==> config.mk <==
export PLATFORM = sky130hd
export DESIGN_NAME = isa_streamer
export DESIGN_NICKNAME = d
export VERILOG_FILES = /design/src/rtl/isa_pkg.sv /design/src/rtl/isa_prefetch_fifo.sv /design/src/rtl/isa_streamer.sv
export SDC_FILE = /design/constraint.sdc
export NUM_CORES = 1
export LEC_CHECK = 0
export CAP_MARGIN = 20
export CORE_ASPECT_RATIO = 0.6
export CORE_MARGIN = 1.5
export CORE_UTILIZATION = 56
export DETAILED_ROUTE_END_ITERATION = 10
export GPL_TIMING_DRIVEN = 0
export HOLD_SLACK_MARGIN = 0.02
export PLACE_DENSITY = 0.9
export SYNTH_ARGS = -nofsm -noshare
export SYNTH_HDL_FRONTEND = slang
export SYNTH_SLANG_ARGS = --single-unit
export TNS_END_PERCENT = 50
==> constraint.sdc <==
create_clock -name clk -period 3.9 [get_ports clk]
set_clock_uncertainty 0.2 [all_clocks]
set_input_delay 1.17 -clock clk [delete_from_list [all_inputs] [get_ports clk]]
set_output_delay 1.17 -clock clk [all_outputs]
set_load 0.005 [all_outputs]
==> src/rtl/isa_pkg.sv <==
// Shared definitions for the ISA streaming path: instruction header layout and FSM states.
package isa_pkg;

  localparam int unsigned OPCODE_WIDTH  = 8;
  localparam int unsigned NUMWORD_WIDTH = 8;
  localparam int unsigned OPCODE_LSB    = 0;
  localparam int unsigned NUMWORD_LSB   = 8;

  typedef enum logic [1:0] {IDLE, RUN, FIN} isaStateE;

  // Words that follow a header; a zero count is treated as a one-word instruction.
  function automatic logic [NUMWORD_WIDTH-1:0] wordsAfterHdr(
    input logic [NUMWORD_WIDTH-1:0] cnt
  );
    return (cnt == '0) ? '0 : cnt - NUMWORD_WIDTH'(1);
  endfunction

endpackage

==> src/rtl/isa_prefetch_fifo.sv <==
// First-word-fall-through prefetch buffer between the global-buffer read port and the CCU stream.
module isa_prefetch_fifo #(
  parameter int unsigned PORT_WIDTH    = 128,
  parameter int unsigned PF_ADDR_WIDTH = 2
) (
  input  logic                    clk,
  input  logic                    rst_n,
  input  logic                    push,
  input  logic [PORT_WIDTH-1:0]   pushDat,
  input  logic                    pop,
  output logic [PORT_WIDTH-1:0]   headDat,
  output logic [PF_ADDR_WIDTH:0]  count,
  output logic                    empty
);

  localparam int unsigned DEPTH = 2 ** PF_ADDR_WIDTH;

  logic [PORT_WIDTH-1:0]    mem [DEPTH];
  logic [PF_ADDR_WIDTH-1:0] wrPtrQ, rdPtrQ;
  logic [PF_ADDR_WIDTH:0]   cntQ;

  // Storage is cleared on reset so the head presented to the CCU reads as zero.
  always_ff @(posedge clk or negedge rst_n) begin
    if (!rst_n) begin
      mem <= '{default: '0};
    end else if (push) begin
      mem[wrPtrQ] <= pushDat;
    end
  end

  always_ff @(posedge clk or negedge rst_n) begin
    if (!rst_n) begin
      wrPtrQ <= '0;
      rdPtrQ <= '0;
      cntQ   <= '0;
    end else begin
      if (push) begin
        wrPtrQ <= wrPtrQ + PF_ADDR_WIDTH'(1);
      end
      if (pop) begin
        rdPtrQ <= rdPtrQ + PF_ADDR_WIDTH'(1);
      end
      unique case ({push, pop})
        2'b10:   cntQ <= cntQ + (PF_ADDR_WIDTH + 1)'(1);
        2'b01:   cntQ <= cntQ - (PF_ADDR_WIDTH + 1)'(1);
        default: cntQ <= cntQ;
      endcase
    end
  end

  assign headDat = mem[rdPtrQ];
  assign count   = cntQ;
  assign empty   = (cntQ == '0);

endmodule

==> src/rtl/isa_streamer.sv <==
// Streams a run of ISA words from the global buffer to the CCU, tracking instruction headers.
// Optional header gating on per-target CfgRdy is enabled by defining ISA_CFGRDY_GATE_EN.
module isa_streamer
  import isa_pkg::*;
#(
  parameter int unsigned PORT_WIDTH     = 128,
  parameter int unsigned ADDR_WIDTH     = 16,
  parameter int unsigned NUM_WORD_WIDTH = 16,
  parameter int unsigned OPNUM          = 6,
  parameter int unsigned PF_ADDR_WIDTH  = 2
) (
  input  logic                      clk,
  input  logic                      rst_n,
  input  logic                      Start,
  input  logic [ADDR_WIDTH-1:0]     BaseAddr,
  input  logic [NUM_WORD_WIDTH-1:0] NumWord,
  output logic                      Busy,
  output logic                      Done,
  output logic [15:0]               InstrCnt,
  output logic [ADDR_WIDTH-1:0]     ITFGLB_RdAddr,
  output logic                      ITFGLB_RdAddrVld,
  input  logic                      GLBITF_RdAddrRdy,
  input  logic [PORT_WIDTH-1:0]     GLBITF_RdDat,
  input  logic                      GLBITF_RdDatVld,
  output logic [PORT_WIDTH-1:0]     ITFCCU_ISARdDat,
  output logic                      ITFCCU_ISARdDatVld,
  input  logic                      CCUITF_ISARdDatRdy,
  input  logic [OPNUM-1:0]          CCUITF_CfgRdy
);

  localparam int unsigned DEPTH = 2 ** PF_ADDR_WIDTH;
  localparam int unsigned CW    = PF_ADDR_WIDTH + 2;

  isaStateE                  stateQ, stateD;
  logic [ADDR_WIDTH-1:0]     addrQ;
  logic [NUM_WORD_WIDTH-1:0] reqLeftQ, outLeftQ;
  logic [PF_ADDR_WIDTH:0]    outstandingQ;
  logic [NUMWORD_WIDTH-1:0]  wordLeftQ;
  logic [15:0]               instrCntQ;

  logic                      accept, addrHs, isaHs, lastHs, creditOk;
  logic                      fifoEmpty, hold, isHeader;
  logic [PF_ADDR_WIDTH:0]    fifoCnt;
  logic [CW-1:0]             inFlight;
  logic [PORT_WIDTH-1:0]     headDat;
  logic [OPCODE_WIDTH-1:0]   opcode;
  logic [NUMWORD_WIDTH-1:0]  hdrCnt;

  assign accept   = (stateQ == IDLE) && Start;
  assign addrHs   = ITFGLB_RdAddrVld && GLBITF_RdAddrRdy;
  assign isaHs    = ITFCCU_ISARdDatVld && CCUITF_ISARdDatRdy;
  assign lastHs   = isaHs && (outLeftQ == NUM_WORD_WIDTH'(1));
  // Buffered plus still-in-flight words never exceed the FIFO depth, so it cannot overflow.
  assign inFlight = CW'(fifoCnt) + CW'(outstandingQ);
  assign creditOk = inFlight < CW'(DEPTH);

  assign isHeader = (wordLeftQ == '0);
  assign opcode   = headDat[OPCODE_LSB +: OPCODE_WIDTH];
  assign hdrCnt   = headDat[NUMWORD_LSB +: NUMWORD_WIDTH];

  always_ff @(posedge clk or negedge rst_n) begin
    if (!rst_n) begin
      stateQ <= IDLE;
    end else begin
      stateQ <= stateD;
    end
  end

  always_comb begin
    stateD = stateQ;
    unique case (stateQ)
      IDLE: begin
        if (Start) begin
          stateD = (NumWord != '0) ? RUN : FIN;
        end
      end
      RUN: begin
        if (lastHs) begin
          stateD = FIN;
        end
      end
      FIN:     stateD = IDLE;
      default: stateD = IDLE;
    endcase
  end

  always_comb begin
    Busy             = (stateQ != IDLE);
    Done             = (stateQ == FIN);
    ITFGLB_RdAddrVld = (stateQ == RUN) && (reqLeftQ != '0) && creditOk;
  end

  always_ff @(posedge clk or negedge rst_n) begin
    if (!rst_n) begin
      addrQ     <= '0;
      reqLeftQ  <= '0;
      outLeftQ  <= '0;
      wordLeftQ <= '0;
      instrCntQ <= '0;
    end else if (accept) begin
      addrQ     <= BaseAddr;
      reqLeftQ  <= NumWord;
      outLeftQ  <= NumWord;
      wordLeftQ <= '0;
      instrCntQ <= '0;
    end else begin
      if (addrHs) begin
        addrQ    <= addrQ + ADDR_WIDTH'(1);
        reqLeftQ <= reqLeftQ - NUM_WORD_WIDTH'(1);
      end
      if (isaHs) begin
        outLeftQ <= outLeftQ - NUM_WORD_WIDTH'(1);
        if (isHeader) begin
          wordLeftQ <= wordsAfterHdr(hdrCnt);
          if (instrCntQ != 16'hFFFF) begin
            instrCntQ <= instrCntQ + 16'd1;
          end
        end else begin
          wordLeftQ <= wordLeftQ - NUMWORD_WIDTH'(1);
        end
      end
    end
  end

  always_ff @(posedge clk or negedge rst_n) begin
    if (!rst_n) begin
      outstandingQ <= '0;
    end else begin
      unique case ({addrHs, GLBITF_RdDatVld})
        2'b10:   outstandingQ <= outstandingQ + (PF_ADDR_WIDTH + 1)'(1);
        2'b01:   outstandingQ <= outstandingQ - (PF_ADDR_WIDTH + 1)'(1);
        default: outstandingQ <= outstandingQ;
      endcase
    end
  end

  isa_prefetch_fifo #(
    .PORT_WIDTH    (PORT_WIDTH),
    .PF_ADDR_WIDTH (PF_ADDR_WIDTH)
  ) u_prefetch (
    .clk     (clk),
    .rst_n   (rst_n),
    .push    (GLBITF_RdDatVld),
    .pushDat (GLBITF_RdDat),
    .pop     (isaHs),
    .headDat (headDat),
    .count   (fifoCnt),
    .empty   (fifoEmpty)
  );

`ifdef ISA_CFGRDY_GATE_EN
  logic gatedOp, cfgRdySel, vldShownQ;

  always_comb begin
    gatedOp   = 1'b0;
    cfgRdySel = 1'b0;
    for (int unsigned i = 0; i < OPNUM; i++) begin
      if (opcode == OPCODE_WIDTH'(i)) begin
        gatedOp   = 1'b1;
        cfgRdySel = CCUITF_CfgRdy[i];
      end
    end
  end

  // Once a header has been offered it stays offered until taken, whatever CfgRdy does.
  always_ff @(posedge clk or negedge rst_n) begin
    if (!rst_n) begin
      vldShownQ <= 1'b0;
    end else if (isaHs) begin
      vldShownQ <= 1'b0;
    end else if (ITFCCU_ISARdDatVld) begin
      vldShownQ <= 1'b1;
    end
  end

  assign hold = isHeader && gatedOp && !cfgRdySel && !vldShownQ;
`else
  logic unusedCfgRdy;
  logic [OPCODE_WIDTH-1:0] unusedOpcode;
  assign unusedCfgRdy = ^CCUITF_CfgRdy;
  assign unusedOpcode = opcode;
  assign hold         = 1'b0;
`endif

  assign ITFCCU_ISARdDatVld = !fifoEmpty && !hold;
  assign ITFCCU_ISARdDat    = headDat;
  assign ITFGLB_RdAddr      = addrQ;
  assign InstrCnt           = instrCntQ;

endmodule

### Word level (Yosys, flattened, before mapping)

Cells that the tools add are included.

* input bits: 172
* logic and storage cells: 92
* register bits: 596
* output and inout bits: 164

* multiplexer cells: 26
* order comparisons: 4
* bitwise operators: 2
* reductions and logical operators: 23
* $add $sub $neg: 13
* equal/unequal tests: 10

Operators with widths (number)
* 512-bit bitwise mux: 1
* 128-bit 2-to-1 mux: 3
* 128-bit binary-select mux with 2-bit select: 1
* 128-bit demux with 2-bit select: 1
* 16-bit 2-to-1 mux: 10
* 16-bit by 1-bit adder with 16-bit output, second input constant: 2
* 8-bit 2-to-1 mux: 4
* 16-bit nonzero test: 2
* 16-bit by 1-bit subtractor with 16-bit output, second input constant: 2
* 16-bit by 1-bit equality test with 1-bit output, second input constant: 1
* 8-bit logical NOT: 2
* 16-bit != test, second input constant: 1
* 8-bit by 1-bit subtractor with 8-bit output, second input constant: 2
* 2-bit nonzero test: 7
* 3-bit case mux with 2 select lines: 2
* 1-bit logical AND: 7
* 3-bit by 1-bit adder with 3-bit output, second input constant: 2
* 2-bit by 1-bit equality test with 1-bit output, second input constant: 3
* 2-bit equality test, second input constant: 3
* 3-bit greater-or-equal comparator, second input constant: 2
* 2-bit 2-to-1 mux: 3
* 2-bit inverter with 3-bit output: 2
* 3-bit by 1-bit subtractor with 3-bit output, second input constant: 2
* 2-bit by 1-bit adder with 2-bit output, second input constant: 2
* other kinds (10): 11

### Logic depth before layout (Yosys ltp)

* depth after elaboration: 9
* gate-level depth with buffers: 13
* depth with buffers taken out: 12

### Hierarchy

Synthesis repeated with hierarchy kept, for this count alone.

* cells, all modules: 1784
* area, all modules: 27104.7 sq um

By module, submodules not included
* isa_prefetch_fifo: instances 1, cells each 1273, area an instance 22461.5 sq um, seq. area each 12987.5 sq um
* isa_streamer: instances 1, cells each 511, area an instance 4643.2 sq um, seq. area each 1926.8 sq um

### Least setup slack after synthesis

OpenSTA, ideal clock, no wires.

* kind: in2reg
* start point: in CCUITF_ISARdDatRdy
* end point: reg u_prefetch.cntQ[2], in the netlist u_prefetch.count[2]
* setup time: 0.079 ns
* data arrival time: 2.985 ns
* slack: 0.636 ns
* stages: 10
* data required time: 3.621 ns
* cells stage by stage: o31ai_2 -> inv_1 -> clkbuf_1 -> buf_1 -> ha_1 -> inv_1 -> fa_1 -> xor2_1 -> nor2_1 -> xor2_1

* longest elaborated chain between the ends: 3

Ends and longest elaborated chain
* start: declaration: line isa_streamer.sv:27 `input logic CCUITF_ISARdDatRdy,`
* 1-bit logical AND *: line isa_streamer.sv:51 `assign isaHs = ITFCCU_ISARdDatVld && CCUITF_ISARdDatRdy;`
* named net isaHs: line isa_streamer.sv:41 `logic accept, addrHs, isaHs, lastHs, creditOk;`
* 2-bit by 1-bit equality test with 1-bit output / 2-bit equality test (equally long branches): line isa_prefetch_fifo.sv:43 `unique case ({push, pop})`
* 3-bit case mux with 2 select lines / 2-bit nonzero test (equally long branches)
* end signal: assignment: line isa_prefetch_fifo.sv:44 `2'b10: cntQ <= cntQ + (PF_ADDR_WIDTH + 1)'(1);`
* end signal: assignment: line isa_prefetch_fifo.sv:45 `2'b01: cntQ <= cntQ - (PF_ADDR_WIDTH + 1)'(1);`
* end signal: assignment: line isa_prefetch_fifo.sv:46 `default: cntQ <= cntQ;`
* end: declaration: line isa_prefetch_fifo.sv:20 `logic [PF_ADDR_WIDTH:0] cntQ;`

Mark *: on every way through the listed nets, which the timed path passes. The rest lies on a longest branch.
A chain may end at the register's enable or synchronous reset.

### Final worst setup path

* start point: reg u_prefetch.rdPtrQ[0]
* end point: out ITFCCU_ISARdDat[44]

* longest elaborated chain between the ends: 4

Ends and longest elaborated chain
* start: declaration: line isa_prefetch_fifo.sv:19 `logic [PF_ADDR_WIDTH-1:0] wrPtrQ, rdPtrQ;`
* start signal: assignment: line isa_prefetch_fifo.sv:41 `rdPtrQ <= rdPtrQ + PF_ADDR_WIDTH'(1);`
* 2-bit inverter with 3-bit output (implied by the code): line isa_prefetch_fifo.sv:51 `assign headDat = mem[rdPtrQ];`
* 128-bit binary-select mux with 2-bit select: line isa_prefetch_fifo.sv:51
* 128-bit 2-to-1 mux (implied by the code) (2 in series): line isa_prefetch_fifo.sv:51
* end: declaration: line isa_streamer.sv:25 `output logic [PORT_WIDTH-1:0] ITFCCU_ISARdDat,`

Every way passes these cells. The select of a mux whose other input is x is not followed.

==> reports/metrics.csv <==
stage,metric,value,unit
outcome,run status,completed,
global_route,met2 Use GR,0.4596,
worst_setup_path,Worst R2R Path Depth,14,
logic_synthesis,syn nets,1993,
worst_setup_path,r2r endpoint,outstandingQ[2],
timing,worst-margin pin slew,1.018,ns
routing,Routed Wire Length,68.20,mm
place,Post-Place Worst Slack,-0.8507,ns
clocking,CTS root buf,clkbuf_16,
clocking,H-tree depth,2,
logic_synthesis,fraction of synthesized area in multiplexers,0.3264,
floorplanning,Die Footprint,0.04936,mm^2
logic_synthesis,Synth Area in Adders,0.009404,
timing,Relative slew margins,0.3213,
logic_synthesis,Post-synth EDFFs,0,
logic_synthesis,Synth area leader,dfrtp_1,
worst_setup_path,Worst R2R Start,reqLeftQ[0],
timing,max-slew violation count,0,
place,# placed instances,2766,
place,global placer's final weighted congestion,0.8953,
floorplanning,I/O Pins,336,
hold_path,Hold Path Class,in2async,
clocking,CTS buffer count,55,
worst_setup_path,critical path type,reg2out,
logic_synthesis,most used flip-flop cell after synthesis,dfrtp_1,
layout,Layout Nets,2402,
logic_synthesis,Synth Warn #,0,
logic_synthesis,sequential share of the synthesized area,0.5549,
floorplanning,die width,285.8,um
layout,fillers,2965,
global_route,grt ovf,0,
logic_synthesis,Post-Synthesis Cells,1802,
global_route,M3 GR Usage,0.05396,
flow_run,Max Cap Violations,0,
layout,final std cells w/o fill,2892,
pwr,pwr dens,888.6,mW/mm^2
logic_synthesis,async set-reset flop share out of synthesis,1.000,
timing,"Hold Violations, Final",0,
worst_setup_path,CP max-delay cell,mux4_2,
floorplanning,die extent in y,172.7,um
timing,RSZ-0062 raised after global routing,yes,
worst_setup_path,Worst EP required,2.53,ns
worst_setup_path,CP Depth,5,
logic_synthesis,Post-Synth XOR/XNOR Area,0.01141,
worst_setup_path,CP Capture Point,ITFCCU_ISARdDat[44],
routing,DRC,0,
worst_setup_path,Worst path max stage delay,0.53,ns
worst_setup_path,crit end category,output port,
global_route,first-pass GRT wire length,107.7,mm
routing,drt initial violations,1400,
clocking,CTS tree,yes,
timing,post-route minimum period,3.883,ns
logic_synthesis,synth top area cells,"dfrtp_1, mux2_2, mux4_2",
clocking,clock insertion delay at the later pin of the skew report,0.61,ns
layout,register area,0.01492,mm^2
floorplanning,row count,61,
global_route,antenna violations before repair,9,
worst_setup_path,crit path cell chain,buf_6 > buf_12 > buf_6 > mux4_2 > clkdlybuf4s50_1,
pwr,total power draw,29.71,mW
timing,# setup viols final,0,
logic_synthesis,Mapped Avg Cell Area,14.91,um^2
layout,fin area,0.03343,mm^2
worst_setup_path,cell family with most CP delay,buffers and inverters,
global_route,vias in the first global route,19010,
place,dpl cell area,0.03110,mm^2
place,IO Port Bufs,329,
timing,final worst setup slack,0.01668,ns
worst_setup_path,Critical Path Start Type,register,
routing,Routed WL per cell,23.58,um
logic_synthesis,Simple-Gate Fraction of Synth Area,0.04590,
clocking,clock tree sinks,596,
logic_synthesis,#FFs+latches synth,596,
routing,Final ANT Viol Nets,0,
routing,via count,17610,
timing,fmax,257.5,MHz
clocking,clock transition at the registers of the reported paths,0.06,ns
logic_synthesis,Yosys top cell area share,0.5549,
worst_setup_path,most frequent CP cell,buf_6,
routing,DR pass1 iterations,5,
layout,share of cells above drive strength 1,0.3620,
logic_synthesis,Synth Area in Compound Gates,0.03091,
logic_synthesis,main combinational cell family by area after synthesis,multiplexers,
logic_synthesis,Yosys cell types,63,
timing,final worst path period share,0.9957,
pwr,Peak VDD IR,0.0005001,V
routing,vias per cell,6.089,
worst_setup_path,Crit path arrival time,2.51,ns
worst_setup_path,CP bufs+invs,4,
timing,setup tns final,0,ns
floorplanning,core area,0.04686,mm^2
floorplanning,Starting Density,0.5735,
layout,Synth-to-Final Area Change,24.38,%
global_route,pin count of the biggest net entering global routing,131,
global_route,GR Util met1,0.3714,
logic_synthesis,Synth Cell Area,0.02688,mm^2
clocking,worst-case clock buffer depth,3,
global_route,busiest layer in global routing,met2,
global_route,GRT Overall Usage,0.2779,
worst_setup_path,CP Launch Point,u_prefetch.rdPtrQ[0],
worst_setup_path,"critical path fanouts, max",10,
pwr,P_leak,14.07,nW
layout,area of the multi-input gates,0.01141,mm^2
worst_setup_path,R2R Setup Slk,0.54,ns
place,Post-DP HPWL,46.09,mm
how the worst min path moves through the flow:
| stage | to | depth (start not counted) | startpoint |
|---|---|---|---|
| after floorplan | outstandingQ[2] | 1 | outstandingQ[2] |
| after global placement | outstandingQ[2] | 1 | outstandingQ[2] |
| after detailed placement | u_prefetch.mem[143] | 1 | u_prefetch.mem[143] |
| after CTS | u_prefetch.mem[406] | 1 | rst_n |
| after global routing | u_prefetch.mem[406] | 1 | rst_n |
| final | u_prefetch.mem[278] | 1 | rst_n |
cell usage after synthesis, drive strengths merged, types with 3 or more instances:
| library cell | number |
|---|---|
| clkbuf | 76 |
| a21o | 4 |
| buf | 31 |
| nor2b | 4 |
| or2 | 5 |
| inv | 33 |
| nand2 | 46 |
| and3 | 3 |
| a311oi | 7 |
| xor2 | 16 |
| a21oi | 33 |
| a31oi | 13 |
| ha | 17 |
| o21ai | 24 |
| or3 | 16 |
| xnor2 | 19 |
| o22ai | 5 |
| or4 | 12 |
| nand3 | 27 |
| nor3b | 4 |
| mux4 | 128 |
| o41ai | 3 |
| nand4b | 3 |
| o211ai | 4 |
| o31ai | 6 |
| dfrtp | 596 |
| mux2 | 514 |
| mux2i | 10 |
| nand4 | 15 |
| nor4 | 16 |
| nor3 | 19 |
| a211oi | 10 |
| nor2 | 56 |
timing repair:
item | in CTS | in global routing
resized for setup | 195 | 21
hold buffers | 0 | 0
pin swaps | 1 | 0
endpoints found under the setup margin | 127 | 46
gates cloned | 2 | 0
endpoints found under the hold margin | 0 | 0
setup buffers | 8 | 8
worst register-to-register path, stage by stage (launching register included):
cell	delay [ns]
dfrtp_1	0.42
inv_1	0.07
ha_2	0.20
or4b_4	0.51
nor3_4	0.22
buf_4	0.20
a21oi_4	0.11
clkinv_2	0.13
buf_6	0.16
ha_1	0.19
inv_1	0.06
fa_1	0.38
xor2_1	0.15
nor2_1	0.11
xor2_1	0.16
registers in the layout, summed over array words and instances (netlist names):
| register | flops |
|---|---|
| u_prefetch.mem | 512 |
| ITFGLB_RdAddr | 16 |
| InstrCnt | 16 |
| outLeftQ | 16 |
| reqLeftQ | 16 |
| wordLeftQ | 8 |
| outstandingQ | 3 |
| u_prefetch.count | 3 |
| stateQ | 2 |
| u_prefetch.rdPtrQ | 2 |
| u_prefetch.wrPtrQ | 2 |
placed cells by master, fill, tap and decap left out, drive strengths merged, types with 6 or more instances in the layout:
| cell type | count |
|---|---|
| nand2 | 46 |
| clkinv | 15 |
| a31oi | 13 |
| o31ai | 6 |
| buf | 56 |
| xor2 | 16 |
| nand3 | 27 |
| a21oi | 33 |
| dlygate4sd2 | 78 |
| mux2i | 10 |
| a311oi | 7 |
| o21ai | 24 |
| diode | 8 |
| dlymetal6s2s | 9 |
| a211oi | 10 |
| clkdlybuf4s50 | 230 |
| mux4 | 128 |
| or4 | 12 |
| or3 | 16 |
| ha | 17 |
| nor3 | 19 |
| nand4 | 15 |
| nor4 | 16 |
| inv | 38 |
| nor2 | 56 |
| xnor2 | 19 |
| dfrtp | 596 |
| clkdlybuf4s15 | 7 |
| clkbuf | 150 |
| mux2 | 514 |
layer usage:
layer | vias to the layer above | routed length (um) | share of wire
li1 | 7577 | - | -
met1 | 9249 | 27880 | 0.41
met2 | 655 | 33730 | 0.49
met3 | 127 | 4406 | 0.065
met4 | 0 | 2186 | 0.032
met5 | - | 0 | 0
power by group:
| group | switching, mW | internal, mW | total [mW] | leakage [nW] |
|---|---|---|---|---|
| clock | 2.48 | 3.16 | 5.63 | 0.923 |
| combinational | 5.23 | 7.78 | 13.0 | 6.08 |
| sequential | 1.82 | 9.24 | 11.1 | 7.07 |
| total | 9.53 | 20.2 | 29.7 | 14.1 |
stage by stage:
step	util	hold slack, ns
6_report	0.7133	0.1644
4_1_cts	0.7105	0.1356
3_3_place_gp	0.6606	0.2658
2_1_floorplan	-	0.2480
3_5_place_dp	0.6636	0.2875
5_1_grt	0.7133	0.1398
kinds of logic (layout without fill, tap and decap cells):
logic type	count (synthesis)	in the layout
xor+xnor	35	35
compound gates	125	125
mux	652	652
other cells	0	8
fa+ha+maj	19	19
buf+inv	141	593
simple gates	234	234
flops	596	596
layout make-up:
cell class / count / share of cell area
tap: 630 / 0.02358
clock inverter: 28 / 0.009582
antenna: 8 / 0.0005989
timing repair buffer: 352 / 0.1068
buffer: 107 / 0.02178
inverter: 34 / 0.003855
sequential: 596 / 0.4462
multi-input combinational: 1065 / 0.3412
clock buffer: 72 / 0.04638
(Power assumes the default switching activity.)
